**src/rtl/csr_irq_unit_pkg.sv**
```systemverilog
// rtl/csr_irq_unit_pkg.sv - shared CSR addresses, SYSTEM encodings and trap FSM states
package csr_pkg;

  localparam logic [11:0] CSR_MSTATUS  = 12'h300;
  localparam logic [11:0] CSR_MIE      = 12'h304;
  localparam logic [11:0] CSR_MTVEC    = 12'h305;
  localparam logic [11:0] CSR_MSCRATCH = 12'h340;
  localparam logic [11:0] CSR_MEPC     = 12'h341;
  localparam logic [11:0] CSR_MCAUSE   = 12'h342;
  localparam logic [11:0] CSR_MIP      = 12'h344;

  localparam logic [6:0]  OPC_SYSTEM = 7'b1110011;
  localparam logic [31:0] INSTR_MRET = 32'h3020_0073;

  // func3[1:0] selects the operation; func3[2] selects zimm as the source
  localparam logic [1:0] CSR_OP_RW = 2'b01;
  localparam logic [1:0] CSR_OP_RS = 2'b10;
  localparam logic [1:0] CSR_OP_RC = 2'b11;

  localparam int MSTATUS_MIE  = 3;
  localparam int MSTATUS_MPIE = 7;
  localparam int IRQ_BASE     = 16;

  typedef enum logic {
    ST_RUN  = 1'b0,
    ST_TRAP = 1'b1
  } trap_state_e;

endpackage

```
**src/rtl/csr_irq_unit_if.sv**
```systemverilog
// rtl/csr_irq_unit_if.sv - M-stage CSR access and redirect/flush bundle between pipeline and CSR unit
interface csr_irq_unit_if #(
  parameter int XLEN = 32
);
  logic            valid_m;
  logic [31:0]     instr_m;
  logic [XLEN-1:0] pc_m;
  logic [XLEN-1:0] rs1_m;
  logic [XLEN-1:0] csr_rdata;
  logic            redirect;
  logic [XLEN-1:0] redirect_pc;
  logic            flush;

  modport master (
    output valid_m, instr_m, pc_m, rs1_m,
    input  csr_rdata, redirect, redirect_pc, flush
  );

  modport slave (
    input  valid_m, instr_m, pc_m, rs1_m,
    output csr_rdata, redirect, redirect_pc, flush
  );
endinterface

```
**src/rtl/irq_prio_enc.sv**
```systemverilog
// rtl/irq_prio_enc.sv - combinational lowest-index-wins priority encoder
module irq_prio_enc #(
  parameter  int NUM_IRQ = 4,
  localparam int IDX_W   = (NUM_IRQ > 1) ? $clog2(NUM_IRQ) : 1
) (
  input  logic [NUM_IRQ-1:0] req,
  output logic               any,
  output logic [IDX_W-1:0]   idx
);

  // Scanning downward lets the lowest set bit overwrite the others last
  always_comb begin
    any = |req;
    idx = '0;
    for (int i = NUM_IRQ - 1; i >= 0; i--) begin
      if (req[i]) idx = IDX_W'(i);
    end
  end

endmodule

```
**src/rtl/csr_irq_unit.sv**
```systemverilog
// rtl/csr_irq_unit.sv - M-mode CSR file and prioritised interrupt controller; CSR_IRQ_SYNC_EN adds irq synchronisers
module csr_irq_unit
  import csr_pkg::*;
#(
  parameter int              XLEN        = 32,
  parameter int              NUM_IRQ     = 4,
  parameter logic [XLEN-1:0] MTVEC_RESET = 32'h0000_0020
) (
  input  logic               clk,
  input  logic               rst,
  input  logic [NUM_IRQ-1:0] irq_i,
  csr_irq_unit_if.slave      m,
  output logic [XLEN-1:0]    mcause_o
);

  localparam int IDX_W = (NUM_IRQ > 1) ? $clog2(NUM_IRQ) : 1;

  logic [NUM_IRQ-1:0] irq_s;

`ifdef CSR_IRQ_SYNC_EN
  logic [NUM_IRQ-1:0] irq_meta;

  always_ff @(posedge clk) begin
    if (rst) begin
      irq_meta <= '0;
      irq_s    <= '0;
    end else begin
      irq_meta <= irq_i;
      irq_s    <= irq_meta;
    end
  end
`else
  assign irq_s = irq_i;
`endif

  trap_state_e     state;
  logic            mstatus_mie, mstatus_mpie;
  logic [XLEN-1:0] mie_q, mtvec_q, mscratch_q, mepc_q, mcause_q;
  logic            redirect_q, flush_q;
  logic [XLEN-1:0] redirect_pc_q;

  logic [XLEN-1:0] mstatus_rd, mip_rd, rdata;

  always_comb begin
    mstatus_rd                       = '0;
    mstatus_rd[MSTATUS_MIE]          = mstatus_mie;
    mstatus_rd[MSTATUS_MPIE]         = mstatus_mpie;
    mip_rd                           = '0;
    mip_rd[IRQ_BASE +: NUM_IRQ]      = irq_s;
  end

  logic [6:0]  opcode;
  logic [2:0]  func3;
  logic [4:0]  rs1_field;
  logic [11:0] csr_addr;

  assign opcode    = m.instr_m[6:0];
  assign func3     = m.instr_m[14:12];
  assign rs1_field = m.instr_m[19:15];
  assign csr_addr  = m.instr_m[31:20];

  always_comb begin
    rdata = '0;
    case (csr_addr)
      CSR_MSTATUS:  rdata = mstatus_rd;
      CSR_MIE:      rdata = mie_q;
      CSR_MTVEC:    rdata = mtvec_q;
      CSR_MSCRATCH: rdata = mscratch_q;
      CSR_MEPC:     rdata = mepc_q;
      CSR_MCAUSE:   rdata = mcause_q;
      CSR_MIP:      rdata = mip_rd;
      default:      rdata = '0;
    endcase
  end

  logic [NUM_IRQ-1:0] pending;
  logic               irq_any;
  logic [IDX_W-1:0]   irq_idx;

  assign pending = mip_rd[IRQ_BASE +: NUM_IRQ] & mie_q[IRQ_BASE +: NUM_IRQ];

  irq_prio_enc #(.NUM_IRQ(NUM_IRQ)) u_prio (
    .req (pending),
    .any (irq_any),
    .idx (irq_idx)
  );

  logic in_run, take_irq, take_mret, is_csr, csr_we;

  assign in_run    = (state == ST_RUN);
  assign take_irq  = m.valid_m && in_run && mstatus_mie && irq_any;
  assign take_mret = m.valid_m && in_run && !take_irq && (m.instr_m == INSTR_MRET);
  assign is_csr    = m.valid_m && in_run && (opcode == OPC_SYSTEM) && (func3[1:0] != 2'b00);
  // Set/clear with a zero source field are pure reads and must not touch the CSR
  assign csr_we    = is_csr && !take_irq && !((func3[1:0] != CSR_OP_RW) && (rs1_field == 5'd0));

  logic [XLEN-1:0] csr_src, csr_wdata;

  assign csr_src = func3[2] ? XLEN'(rs1_field) : m.rs1_m;

  always_comb begin
    case (func3[1:0])
      CSR_OP_RW: csr_wdata = csr_src;
      CSR_OP_RS: csr_wdata = rdata | csr_src;
      default:   csr_wdata = rdata & ~csr_src;
    endcase
  end

  logic [XLEN-2:0] cause_code;
  logic [XLEN-1:0] mtvec_base, trap_target;

  assign cause_code  = (XLEN-1)'(IRQ_BASE) + (XLEN-1)'(irq_idx);
  assign mtvec_base  = {mtvec_q[XLEN-1:2], 2'b00};
  assign trap_target = mtvec_q[0] ? mtvec_base + XLEN'({cause_code, 2'b00}) : mtvec_base;

  always_ff @(posedge clk) begin
    if (rst) begin
      state         <= ST_RUN;
      mstatus_mie   <= 1'b0;
      mstatus_mpie  <= 1'b0;
      mie_q         <= '0;
      mtvec_q       <= MTVEC_RESET;
      mscratch_q    <= '0;
      mepc_q        <= '0;
      mcause_q      <= '0;
      redirect_q    <= 1'b0;
      flush_q       <= 1'b0;
      redirect_pc_q <= '0;
    end else if (state == ST_TRAP) begin
      state         <= ST_RUN;
      redirect_q    <= 1'b0;
      flush_q       <= 1'b0;
      redirect_pc_q <= '0;
    end else if (take_irq) begin
      mepc_q        <= m.pc_m;
      mcause_q      <= {1'b1, cause_code};
      mstatus_mpie  <= mstatus_mie;
      mstatus_mie   <= 1'b0;
      state         <= ST_TRAP;
      redirect_q    <= 1'b1;
      flush_q       <= 1'b1;
      redirect_pc_q <= trap_target;
    end else if (take_mret) begin
      mstatus_mie   <= mstatus_mpie;
      mstatus_mpie  <= 1'b1;
      state         <= ST_TRAP;
      redirect_q    <= 1'b1;
      flush_q       <= 1'b1;
      redirect_pc_q <= mepc_q;
    end else if (csr_we) begin
      case (csr_addr)
        CSR_MSTATUS: begin
          mstatus_mie  <= csr_wdata[MSTATUS_MIE];
          mstatus_mpie <= csr_wdata[MSTATUS_MPIE];
        end
        CSR_MIE:      mie_q      <= csr_wdata;
        CSR_MTVEC:    mtvec_q    <= {csr_wdata[XLEN-1:2], 1'b0, csr_wdata[0]};
        CSR_MSCRATCH: mscratch_q <= csr_wdata;
        CSR_MEPC:     mepc_q     <= csr_wdata;
        CSR_MCAUSE:   mcause_q   <= csr_wdata;
        default: ;
      endcase
    end
  end

  assign m.csr_rdata   = rdata;
  assign m.redirect    = redirect_q;
  assign m.flush       = flush_q;
  assign m.redirect_pc = redirect_pc_q;
  assign mcause_o      = mcause_q;

endmodule

```
**src/flat_wrapper.sv**
```systemverilog
// flat-port wrapper written by rule: the top's interface ports become plain ports
module csr_irq_unit_flat import csr_pkg::*;
#(
  parameter int              XLEN        = 32,
  parameter int              NUM_IRQ     = 4,
  parameter logic [XLEN-1:0] MTVEC_RESET = 32'h0000_0020
)
  (clk, rst, irq_i, mcause_o, m_valid_m, m_instr_m, m_pc_m, m_rs1_m, m_csr_rdata, m_redirect, m_redirect_pc, m_flush);
  csr_irq_unit_if #(.XLEN(XLEN)) m_i ();
  input  logic clk;
  input  logic rst;
  input  logic [NUM_IRQ-1:0] irq_i;
  output logic [XLEN-1:0] mcause_o;
  input wire logic [$bits(m_i.valid_m)-1:0] m_valid_m;
  input wire logic [$bits(m_i.instr_m)-1:0] m_instr_m;
  input wire logic [$bits(m_i.pc_m)-1:0] m_pc_m;
  input wire logic [$bits(m_i.rs1_m)-1:0] m_rs1_m;
  output wire logic [$bits(m_i.csr_rdata)-1:0] m_csr_rdata;
  output wire logic [$bits(m_i.redirect)-1:0] m_redirect;
  output wire logic [$bits(m_i.redirect_pc)-1:0] m_redirect_pc;
  output wire logic [$bits(m_i.flush)-1:0] m_flush;
  assign m_i.valid_m = m_valid_m;
  assign m_i.instr_m = m_instr_m;
  assign m_i.pc_m = m_pc_m;
  assign m_i.rs1_m = m_rs1_m;
  assign m_csr_rdata = m_i.csr_rdata;
  assign m_redirect = m_i.redirect;
  assign m_redirect_pc = m_i.redirect_pc;
  assign m_flush = m_i.flush;
  csr_irq_unit #(.XLEN(XLEN), .NUM_IRQ(NUM_IRQ), .MTVEC_RESET(MTVEC_RESET)) u_core (.clk(clk), .rst(rst), .irq_i(irq_i), .m(m_i), .mcause_o(mcause_o));
endmodule
```
**config.mk**
```make
export PLATFORM = sky130hd
export DESIGN_NAME = csr_irq_unit_flat
export DESIGN_NICKNAME = d
export VERILOG_FILES = /design/src/rtl/csr_irq_unit_pkg.sv /design/src/rtl/csr_irq_unit_if.sv /design/src/rtl/irq_prio_enc.sv /design/src/rtl/csr_irq_unit.sv /design/src/flat_wrapper.sv
export SDC_FILE = /design/constraint.sdc
export NUM_CORES = 1
export LEC_CHECK = 0
export BUFFER_PORTS_ARGS = -buffer_cell sky130_fd_sc_hd__buf_2
export CAP_MARGIN = 20
export CORE_MARGIN = 3
export CORE_UTILIZATION = 50
export CTS_CLUSTER_SIZE = 25
export DETAILED_ROUTE_END_ITERATION = 8
export MAX_ROUTING_LAYER = met4
export PLACE_DENSITY = 0.74
export RECOVER_POWER = 50
export SYNTH_ARGS = -nofsm -noshare
export SYNTH_HDL_FRONTEND = slang
export SYNTH_SLANG_ARGS = --single-unit
```
**constraint.sdc**
```tcl
create_clock -name clk -period 3.15 [get_ports clk]
set_input_delay 0.7875 -clock clk [delete_from_list [all_inputs] [get_ports clk]]
set_output_delay 0.7875 -clock clk [all_outputs]
set_load 0.01 [all_outputs]
```
=== After elaboration in Yosys (flattened, before gate mapping) ===
Index checks and enable logic that the tools add are counted.
Widths: inputs -> output; s select.

* Register bits after elaboration: 195
* Output and inout bits: 98

* $add $sub $neg: 2
* Equality and inequality tests: 13
* Multiplexer cells: 30
* Bitwise logic cells: 7
* Reduce and logical (&&, ||, !) cells: 28

{| class="wikitable"
|+ Operator list
! operator !! number
|-
| $mux 32 || 12
|-
| $pmux 32 s7 || 1
|-
| $eq 12x10->1 const B || 7
|-
| $pmux 32 s2 || 1
|-
| $add 32x32->32 || 1
|-
| $and 32x32->32 || 1
|-
| $eq 32x30->1 const B || 1
|-
| $not 32->32 || 1
|-
| $or 32x32->32 || 1
|-
| $reduce_and 5->1 || 3
|-
| $mux 1 || 12
|-
| $logic_and 1x1->1 || 10
|-
| $reduce_bool 2->1 || 5
|-
| $mux 2 || 4
|-
| $reduce_and 4->1 || 2
|-
| $eq 7x7->1 const B || 1
|-
| $add 5x2->6 const A || 1
|-
| $reduce_bool 3->1 || 2
|-
| $logic_not 5->1 || 1
|-
| $and 4x4->4 || 1
|-
| $ne 2x1->1 const B || 2
|-
| $reduce_or 4->1 || 1
|-
| $not 1->1 || 3
|-
| $reduce_and 3->1 || 1
|-
| other kinds (4) || 5
|}

=== Depth between registers and ports, before layout ===
Gate-level depths: netlist of the first run.

* Word-level depth: 10
* Depth in mapped cells: 13
* Gate-level depth less buffers: 12

=== By module ===
From an unflattened synthesis of the first run, not the netlist that was laid out.

* Cell total of the unflattened synthesis: 1187
* Area total of the unflattened synthesis: 10136.0 µm²

{| class="wikitable"
|+ By module, submodules not included
! module !! instances !! cells an instance !! area each (µm²) !! sequential area each (µm²)
|-
| csr_irq_unit || 1 || 1180 || 10100.9 || 3903.7
|-
| irq_prio_enc || 1 || 7 || 35.0 || 0.0
|}

=== Worst setup path after synthesis of the first run ===
No wires, ideal clock.

* Path kind: input -> output
* Start point: input m_instr_m[30]
* End point: output m_csr_rdata[6]
* Data arrival time: 2.294 ns
* Setup slack: 0.068 ns
* Stages: 7
* Path buffers: 3
* Cells stage by stage: nand4bb_1 > buf_4 > buf_4 > buf_4 > nor4_1 > a2111oi_0 > inv_1

* Cells in the longest elaborated chain, start to end: 2

{| class="wikitable"
|+ Ends and longest elaborated chain
! element !! RTL line !! text
|-
| start, declared || flat_wrapper.sv:15 || <nowiki>input wire logic [$bits(m_i.instr_m)-1:0] m_instr_m;</nowiki>
|-
| $eq 12x10->1 || csr_irq_unit.sv:64 || <nowiki>case (csr_addr)</nowiki>
|-
| $pmux 32 s7 (*) || csr_irq_unit.sv:64 ||
|-
| end, declared || flat_wrapper.sv:18 || <nowiki>output wire logic [$bits(m_i.csr_rdata)-1:0] m_csr_rdata;</nowiki>
|}

Every way passes the cells marked *; elsewhere a longest branch is shown, timed or not.

=== Worst setup path in the final report of the first run ===
* Start point: input m_instr_m[22]
* End point: output m_csr_rdata[4]

Same word-level chain as after synthesis.

==> metrics.txt, run 1 <==
DRT Pass-1 Iters 8; io pins ~200; Rel. slew slack between 40 and 50%; internal power 3.689 mW; Sw Share between 20 and 30%; class of the worst hold path flip-flop to flip-flop; P per Cell Area approximately 370 nW/um2; violated checks setup timing; critical path depth 9; Area contributors post-synth dfxtp_1 (36%), a211oi_1 (7.4%), nor2_1 (5.6%); Critical R2R Capture u_core.mtvec_q[9]$_SDFFE_PP0P_; syn_area_per_cell between 8 and 9 um2; Min Hold Slack approximately 460 ps; slowest stage delay, CP around 430 ps; port bufs 200; cell taking the most area after synthesis dfxtp_1; Tcrit/Tclk final 100.7%; WL final 44,140 um; fraction of the yosys area taken by sequential cells a little over a third; Max Cap Violations 0; via count 12,070; cell count after synthesis about 1,300; end of the critical path m_csr_rdata[4]; number of global-route vias before repair between 10,000 and 15,000; fin. max-slew vios 0; Total GRT Usage around 37%; RSZ-0062 raised after global routing yes; synth warn 0; placer congestion estimate a little under 1; CP cell instances buf_8 > or3b_4 > nor4_4 > buf_4 > buf_12 > a21oi_2 > o21ai_1 > buf_4 > buf_6; WP buf/inv 5; H-tree depth 4; Synth-to-Final Area Change 28.57%; fraction of registers with async set/reset 0%; crit start category primary input; share of layout cells above drive strength 1 a little over a quarter; Worst Setup End Kind primary output; Max VDD drop around 0.38 mV; dpl cells around 1,800; Fin. Hold Viols 0; die height 152.5 um; Lkg Pwr about 5.0 nW; final setup violating endpoints 4; Non-Filler Instances between 1,500 and 2,000; Final min period around 3200 ps; EDFF count, synth 0; final worst slack -21.28 ps; area share of the largest cell type after synthesis 36.38%; WP data arrival around 2400 ps; Chip Width around 150 um; Reg2Reg Depth 9; initial core utilization between 50% and 60%; Mapped Area 10,730 um2; row cnt 52; Gate power share around 9.7%; Fill cells between 1,500 and 2,000; CTS root buf clkbuf_16; DR vias/cell roughly 6.4; Num Clock Sinks 195; syn nets roughly 1,400; Top FF cell, synth dfxtp_1; most frequent cell after synthesis dfxtp_1; Final nets about 1,700; register clock-pin slew on the reported worst setup and hold paths ~70 ps; sequential share of power ~49%; crit path from m_instr_m[22]; pin count of the biggest net entering global routing 56; Unique masters post-synth 80; Routed WL per cell ~23 um; crit-path max FO 5; initial drt markers between 1,000 and 1,500; post-DP HPWL ~31,000 um; NetSw ~1.4 mW; number of CTS-inserted buffers 17; skew final ~11 ps; total grt overflow 0; core area 20,620 um2; first-pass GRT wire length between 60,000 and 70,000 um; Total Power around 5 mW; worst-margin pin slew slightly above 800 ps; path type of the worst setup path primary input to primary output; Clk pwr share a little over two fifths; Longest Clk Path Bufs 2; Yosys reg bits approximately 200; pre-CTS WS -122.2 ps; antenna viol nets, final 0; commonest cells in the netlist dfxtp_1 (195), nor2_1 (160), nand2_1 (126), a211oi_1 (106), clkbuf_1 (59); full die area between 20,000 and 25,000 um2; Post-route DRC 0; Worst R2R Setup Slack about 330 ps; worst-skew pair later-pin latency 440 ps; worst endpoint required time ~2400 ps; fmax between 300 and 400 MHz; cell mode on critical path buf_4; slowest CP cell or3b_4; r2r startpoint u_core.mie_q[19]$_SDFFE_PP0P_; CTS tree yes; CP delay by family, top simple AND/OR/NAND/NOR gates; status finished with violations; initial antenna violation count 0
-- through the flow --
stage	utilization [%]	cell area, um2	setup TNS, ps
3_3_place_gp	62.89	12970	-1370
4_1_cts	66.17	13650	-206.0
5_1_grt	66.87	13790	-816.0
3_5_place_dp	62.89	12970	-1948
2_1_floorplan	-	10730	0
6_report	66.88	13790	-48.65
-- registers in the layout, summed over array words and instances (netlist names) --
signal / count
u_core.m.redirect: 1
u_core.m.redirect_pc: 32
u_core.mcause_o: 32
u_core.mepc_q: 32
u_core.mie_q: 32
u_core.mscratch_q: 32
u_core.mstatus_mie: 1
u_core.mstatus_mpie: 1
u_core.mtvec_q: 31
u_core.state: 1
-- routing by layer --
layer / track usage [%] / wire length, um
met1: 49.01 / 17880
met2: 54.36 / 19460
met3: 8.606 / 5226
met4: 13.75 / 1579
met5: - / 0
-- power groups by stage --
stage	clock (mW)	sequential (mW)	combinational, mW
finish	2.11	2.46	0.493
global route	2.19	2.46	0.519
CTS	2.10	2.46	0.471
detailed placement	0	2.52	0.463
global placement	0	2.52	0.462
floorplan	0	2.52	0.224
-- logic make-up after synthesis --
| logic type | synth area share, % |
|---|---|
| DFF | 36.38 |
| and+or+nand+nor | 24.43 |
| AOI/OAI and AO/OA | 25.94 |
| adders and majority gates | 0.7697 |
| muxes | 4.933 |
| buffers and inverters | 5.504 |
| xor gates and xnor gates | 2.041 |
-- how the worst min path moves through the flow --
| stage | start | to | slack [ps] | depth (start not counted) |
|---|---|---|---|---|
| floorplan | u_core.mscratch_q[6]$_SDFFE_PP0P_ | u_core.mscratch_q[6]$_SDFFE_PP0P_ | 430 | 2 |
| global placement | u_core.m.redirect_pc[6]$_SDFFE_PP0P_ | u_core.m.redirect_pc[6]$_SDFFE_PP0P_ | 440 | 2 |
| detailed placement | u_core.m.redirect_pc[6]$_SDFFE_PP0P_ | u_core.m.redirect_pc[6]$_SDFFE_PP0P_ | 450 | 2 |
| CTS | u_core.m.redirect_pc[6]$_SDFFE_PP0P_ | u_core.m.redirect_pc[6]$_SDFFE_PP0P_ | 460 | 2 |
| global route | u_core.mie_q[5]$_SDFFE_PP0P_ | u_core.mie_q[5]$_SDFFE_PP0P_ | 490 | 2 |
| finish | u_core.m.redirect_pc[6]$_SDFFE_PP0P_ | u_core.m.redirect_pc[6]$_SDFFE_PP0P_ | 460 | 2 |
-- what timing repair did --
| action | 4_1_cts | 5_1_grt |
|---|---|---|
| pin swaps | 5 | 24 |
| gates cloned | 1 | 2 |
| setup endpoints to repair | 23 | 26 |
| buffers inserted | 3 | 17 |
| resized for setup | 21 | 42 |
| hold buffers | 0 | 0 |
-- cell type report --
class | count | area, um2 | share of cell area [%]
inverters | 17 | 63.81 | 0.4626
clock inverters | 13 | 121.4 | 0.8798
diodes | 1 | 2.502 | 0.01814
clock buffers | 18 | 429.2 | 3.111
well taps | 270 | 337.8 | 2.449
repair buffers | 370 | 2482 | 18.00
flip-flops and latches | 195 | 3904 | 28.30
multi-input cells | 996 | 6454 | 46.78
-- worst min-delay path, stage by stage (launching register included) --
cell	delay, ps
dfxtp_1	320
nand2_1	50
a21oi_1	50
-- cells in the final DEF, fill, tap and decap left out, drive strengths merged, types with 5 or more instances in the layout --
master,Yosys,final
o21a,7,7
o21ai,64,64
xor2,11,11
nand2b,28,28
ha,5,5
and2,9,9
a31oi,34,34
nor2b,19,19
mux2i,27,27
and4,5,5
nor4,28,28
dfxtp,195,195
nor3,19,19
nand3,46,46
nand4,17,17
a21oi,58,58
xnor2,14,14
a22oi,45,45
buf,52,285
nor2,162,162
clkbuf,59,103
mux2,23,23
a22o,10,10
o22ai,27,27
a311o,5,5
nand2,128,128
or3,5,5
a21o,6,6
and3,11,11
nand3b,10,10
inv,17,23
a211oi,106,106
Power figures use the tool's default switching activity.
==> run 2: changes to the inputs <==
--- a/config.mk
+++ b/config.mk
@@ -5,7 +5,7 @@
 export SDC_FILE = /design/constraint.sdc
 export NUM_CORES = 1
 export LEC_CHECK = 0
-export BUFFER_PORTS_ARGS = -buffer_cell sky130_fd_sc_hd__buf_2
+export BUFFER_PORTS_ARGS = -buffer_cell sky130_fd_sc_hd__clkbuf_2
 export CAP_MARGIN = 20
 export CORE_MARGIN = 3
 export CORE_UTILIZATION = 50
==> run 2 against run 1 <==
Compared with the run above:
- the flow still finishes with violations (setup timing)
- clock power hardly changed
- core utilization barely moved
- routed wire length up 0.18%
- critical path depth fell by 2
- sequential share of layout area about the same
- global-route usage grew 0.069 points
- combinational power down 0.8%
- non-clock buffer count down 1
- worst setup slack worse by 9.0 ps
- critical path type unchanged
==> metrics.txt, run 2 (synthesis gave the netlist of run 1 again) <==
core area 20,620 um2 (unchanged); crit-path max FO 8 (+3); RSZ-0062 raised after global routing yes; io pins 201 (unchanged); initial drt markers 1,333 (-11%); Final min period 3180 ps (+9.007 ps); P per Cell Area 369.1 nW/um2 (+0.46%); end of the critical path m_csr_rdata[2]; pre-CTS WS -238.7 ps (-116.5 ps); path type of the worst setup path primary input to primary output; antenna viol nets, final 0 (unchanged); final worst slack -30.29 ps (-9.007 ps); register clock-pin slew on the reported worst setup and hold paths 80 ps (about the same); placer congestion estimate 1.033 (+5.2%); register area 3904 um2 (unchanged); Max Cap Violations 0 (unchanged); Synth-to-Final Area Change 28.61% (about the same); port bufs 200 (unchanged); r2r startpoint u_core.mie_q[19]$_SDFFE_PP0P_; fin. max-slew vios 0 (unchanged); Fin. Hold Viols 0 (unchanged); share of layout cells above drive strength 1 26.37% (+0.20 points); Routed WL per cell 23.54 um (+0.24%); initial core utilization 52.02% (unchanged); Worst Setup End Kind primary output; Max VDD drop 0.3407 mV (-11%); Tcrit/Tclk final 101.0% (+0.29 points); most frequent cells in the layout dfxtp_1 (195), nor2_1 (156), nand2_1 (126), buf_4 (126), clkbuf_2 (113); WL final 44,230 um (+0.18%); worst-margin pin slew 1110 ps (+280.4 ps); Longest Clk Path Bufs 2 (unchanged); violated checks setup timing; Setup TNS Final -89.84 ps (-41.19 ps); class of the worst hold path flip-flop to flip-flop; Critical R2R Capture u_core.mscratch_q[2]$_SDFFE_PP0P_; DR vias/cell 6.302 (-1.9%); initial antenna violation count 1 (+1); status finished with violations; Worst R2R Setup Slack 270 ps (-60 ps); number of global-route vias before repair 11,020 (-2.3%); commonest non-fill, non-tap cell in the layout dfxtp_1; pin count of the biggest net entering global routing 61 (+8.9%); post-DP HPWL 32,110 um (+2.2%); crit path from m_instr_m[27]; Reg2Reg Depth 9 (unchanged); worst-skew pair later-pin latency 440 ps (about the same); CTS tree yes; fmax 314.4 MHz (-0.28%); Total GRT Usage 36.77% (+0.069 points); worst endpoint required time 2360 ps (about the same); total grt overflow 0 (unchanged); Rel. slew slack 25.58% (-19 points); Fill cells 1,781 (-0.56%); WP data arrival 2390 ps (about the same); via count 11,840 (-1.9%); DRT Pass-1 Iters 5 (-3); Post-route DRC 0 (unchanged); Num Clock Sinks 195 (unchanged); H-tree depth 4 (unchanged); crit start category primary input; Lkg Pwr 5.039 nW (+0.91%); row cnt 52 (unchanged); final setup violating endpoints 6 (+2); multi-input gate area in the final layout 6455 um2 (about the same); die height 152.5 um (unchanged); Chip Width 152.5 um (unchanged); first-pass GRT wire length 65,370 um (-0.38%); skew final 12.00 ps (+0.6666 ps); full die area 23,250 um2 (unchanged); number of CTS-inserted buffers 17 (unchanged); CTS Hold Bufs 0 (unchanged); Final nets 1,705 (-0.059%); CTS root buf clkbuf_16
## run 2: final cells by class
| cell class | instances | area share, % |
|---|---|---|
| clock inverter | 13 | 0.8977 |
| antenna | 1 | 0.01814 |
| tap | 270 | 2.448 |
| timing repair buffer | 369 | 17.92 |
| multi-input combinational | 996 | 46.78 |
| sequential | 195 | 28.29 |
| inverter | 17 | 0.4625 |
| clock buffer | 18 | 3.183 |
## run 2: per-stage QoR
stage	instances	hold slack (ps)	power, mW	utilization [%]	area (um2)
finish	1879	463.6	5.093	66.90	13800
global route	1879	482.3	5.213	66.90	13800
CTS	1861	463.0	5.059	65.66	13540
detailed placement	1828	451.7	2.978	62.56	12900
global placement	1828	439.7	2.977	62.56	12900
floorplan	1319	427.4	2.745	-	10730
## run 2: routing by layer
metal,global-route usage [%],wire [um]
met2,53.94,19210
met4,10.10,1196
met3,11.50,5286
met5,-,0
met1,49.25,18530
## run 2: worst min-delay path by stage
stage | start | to | slack (ps) | cells past startpoint
after CTS | u_core.mscratch_q[6]$_SDFFE_PP0P_ | u_core.mscratch_q[6]$_SDFFE_PP0P_ | 460 | 2
after detailed placement | u_core.mscratch_q[6]$_SDFFE_PP0P_ | u_core.mscratch_q[6]$_SDFFE_PP0P_ | 450 | 2
after floorplan | u_core.mscratch_q[6]$_SDFFE_PP0P_ | u_core.mscratch_q[6]$_SDFFE_PP0P_ | 430 | 2
after global routing | u_core.m.redirect_pc[6]$_SDFFE_PP0P_ | u_core.m.redirect_pc[6]$_SDFFE_PP0P_ | 480 | 2
final | u_core.mscratch_q[6]$_SDFFE_PP0P_ | u_core.mscratch_q[6]$_SDFFE_PP0P_ | 460 | 2
after global placement | u_core.mie_q[5]$_SDFFE_PP0P_ | u_core.mie_q[5]$_SDFFE_PP0P_ | 440 | 2
## run 2: what timing repair did
action / 4_1_cts / 5_1_grt
endpoints found under the setup margin: 15 / 32
hold endpoints to repair: 0 / 0
resized for setup: 16 / 68
gates cloned: 0 / 4
pin swaps: 1 / 10
buffers inserted: 2 / 13
## run 2: worst max-delay path, stage by stage
cell and delay, ps:
buf_6 90, or3_4 450, nor4_4 320, buf_4 200, clkbuf_16 180, a221o_1 230
buf_6 140
## run 2: report_power, final
| group | internal [mW] | switching, mW | total, mW | leakage (nW) |
|---|---|---|---|---|
| clock network | 1.06 | 1.08 | 2.14 | 0.269 |
| registers | 2.46 | 0.00000263 | 2.46 | 1.57 |
| logic | 0.184 | 0.304 | 0.489 | 3.20 |
| total | 3.71 | 1.38 | 5.09 | 5.04 |
==> run 3: changes to the inputs <==
--- a/config.mk
+++ b/config.mk
@@ -14,6 +14,7 @@
 export MAX_ROUTING_LAYER = met4
 export PLACE_DENSITY = 0.74
 export RECOVER_POWER = 50
+export SETUP_SLACK_MARGIN = 0.15
 export SYNTH_ARGS = -nofsm -noshare
 export SYNTH_HDL_FRONTEND = slang
 export SYNTH_SLANG_ARGS = --single-unit
==> run 3 against run 2 <==
Compared with the run above:
- critical path depth increased by 1
- routed wire length decreased by 2.8%
- die area unchanged
- core utilization increased by 0.25 points
- clock power increased by 4%
- combinational power about the same
- worst hold slack got worse by 2.0 ps
- first-iteration DRC count decreased by 5.2%
- non-clock buffer count decreased by 20
- the run now ends clean
- critical path type unchanged
- maximum frequency increased by 1.9%
==> metrics.txt, run 3 (synthesis gave the netlist of run 1 again) <==
status finished, final reports clean; row cnt 52 (unchanged); RSZ-0062 raised after global routing yes; fmax 320.4 MHz (+1.9%); Max VDD drop 0.3621 mV (+6.3%); crit-path max FO 8 (unchanged); die height 152.5 um (unchanged); Total GRT Usage 35.71% (-1.1 points); Critical R2R Capture u_core.m.redirect_pc[30]$_SDFFE_PP0P_; pin count of the biggest net entering global routing 52 (-15%); Final min period 3121 ps (-59.52 ps); worst-skew pair later-pin latency 440 ps (about the same); fin. max-slew vios 0 (unchanged); Fill cells 1,772 (-0.51%); Fin. Hold Viols 0 (unchanged); io pins 201 (unchanged); number of global-route vias before repair 10,930 (-0.83%); CTS tree yes; number of CTS-inserted buffers 17 (unchanged); Final nets 1,685 (-1.2%); placer congestion estimate 0.9739 (-5.7%); Synth-to-Final Area Change 29.08%; final setup violating endpoints 0 (-6); most frequent cells in the layout dfxtp_1 (195), nor2_1 (157), nand2_1 (125), buf_4 (120), clkbuf_2 (110); Post-route DRC 0 (unchanged); DRT Pass-1 Iters 6 (+1); Hold Path Cell Cnt 2 (unchanged); P per Cell Area 373.2 nW/um2 (+1.1%); Reg2Reg Depth 13 (+4); Worst Setup End Kind primary output; total grt overflow 0 (unchanged); core area 20,620 um2 (unchanged); commonest non-fill, non-tap cell in the layout dfxtp_1; final instance area 13,850 um2 (+0.37%); crit start category primary input; skew final 11.00 ps (-0.9952 ps); Num Clock Sinks 195 (unchanged); Chip Width 152.5 um (unchanged); path type of the worst setup path primary input to primary output; DR vias/cell 6.385 (+1.3%); Worst R2R Setup Slack 350 ps (+80 ps); Max Cap Violations 0 (unchanged); port bufs 200 (unchanged); H-tree depth 4 (unchanged); Setup TNS Final 0 ps (+89.84 ps); CTS root buf clkbuf_16; Hold EP u_core.mie_q[5]$_SDFFE_PP0P_; initial antenna violation count 0 (-1); worst endpoint required time 2360 ps (about the same); class of the worst hold path flip-flop to flip-flop; register clock-pin slew on the reported worst setup and hold paths 80 ps (about the same); antenna viol nets, final 0 (unchanged); WL final 43,000 um (-2.8%); r2r startpoint u_core.mie_q[19]$_SDFFE_PP0P_; min-delay src u_core.mie_q[5]$_SDFFE_PP0P_; first-pass GRT wire length 64,200 um (-1.8%); Routed WL per cell 23.13 um (-1.7%); post-DP HPWL 31,180 um (-2.9%); diode count 0 (-1); Tcrit/Tclk final 99.07% (-1.9 points); share of layout cells above drive strength 1 26.56% (+0.19 points); initial core utilization 52.02% (unchanged); worst-margin pin slew 619.9 ps (-490.3 ps); full die area 23,250 um2 (unchanged); Rel. slew slack 57.49% (+32 points); via count 11,870 (+0.24%); initial drt markers 1,264 (-5.2%); Longest Clk Path Bufs 2 (unchanged); WP data arrival 2330 ps (-60 ps); dpl cell area 12,780 um2 (-0.97%); Lkg Pwr 5.052 nW (+0.26%)
## run 3: cell types whose count changed in the layout (fill, tap and decap cells not counted), moves of 3 or more
cell        change
buf_2           -3
buf_4           -6
buf_6           +5
clkbuf_1        -9
clkbuf_16       -3
clkbuf_2        -3
clkbuf_4        -4
clkinvlp_4      -3
inv_6           +3
nor4_1          -4
nor4_4          +3
o21ai_2         -6
o21ai_4         +6
## run 3: routing by layer
layer  routed length (um)  share of wire (%)  track usage (%)  vias to the layer above
li1                     -                  -                -                     5405
met1                17900                 42            47.92                     5688
met2                19370                 45            54.57                      684
met3                 4604                 11            8.321                       93
met4                 1119                2.6            9.461                        0
met5                    0                  0                -                        -
## run 3: what timing repair did
| item | 4_1_cts | 5_1_grt |
|---|---|---|
| endpoints found under the setup margin | 32 | 39 |
| pin swaps | 13 | 17 |
| resized for setup | 44 | 59 |
| gates cloned | 1 | 2 |
| buffers inserted | 6 | 7 |
| hold buffers | 0 | 0 |
## run 3: worst max-delay path by stage
stage	from	to	slack (ps)	cells past startpoint
after floorplan	m_instr_m[27]	m_csr_rdata[20]	150	5
after global placement	irq_i[1]	u_core.m.redirect_pc[30]$_SDFFE_PP0P_	-80	12
after detailed placement	irq_i[1]	u_core.m.redirect_pc[30]$_SDFFE_PP0P_	-130	12
after CTS	m_instr_m[24]	m_csr_rdata[15]	50	6
after global routing	m_instr_m[27]	m_csr_rdata[1]	-10	7
final	m_instr_m[27]	m_csr_rdata[10]	30	8
## run 3: final cells by class
cell class	instances	area, um2	area share, %
well taps	270	337.8	2.439
clock inverters	14	155.1	1.120
inverters	17	63.81	0.4607
clock buffers	18	439.2	3.171
multi-input cells	996	6573	47.46
repair buffers	349	2377	17.17
flip-flops and latches	195	3904	28.19
## run 3: through the flow
| step | hold slack [ps] | utilization, % | total power [mW] | setup WS, ps | cells |
|---|---|---|---|---|---|
| after floorplan | 427.4 | - | 2.745 | 145.3 | 1319 |
| after global placement | 438.3 | 61.95 | 2.962 | -84.96 | 1811 |
| after detailed placement | 451.1 | 61.95 | 2.966 | -128.9 | 1811 |
| after CTS | 460.4 | 66.26 | 5.135 | 47.90 | 1850 |
| after global routing | 475.9 | 67.15 | 5.294 | -11.00 | 1859 |
| final | 461.6 | 67.15 | 5.169 | 29.23 | 1859 |
## run 3: critical path, stage by stage
cell and delay [ps]:
buf_6 90, or3_4 470, buf_12 180, nor4_4 260, buf_6 180, a22oi_2 100
nand2_1 120, buf_2 140
## run 3: where the power goes
group	switching, mW	internal (mW)
combinational	0.304	0.185
sequential	0.00000277	2.46
clock	1.13	1.09
total	1.43	3.74
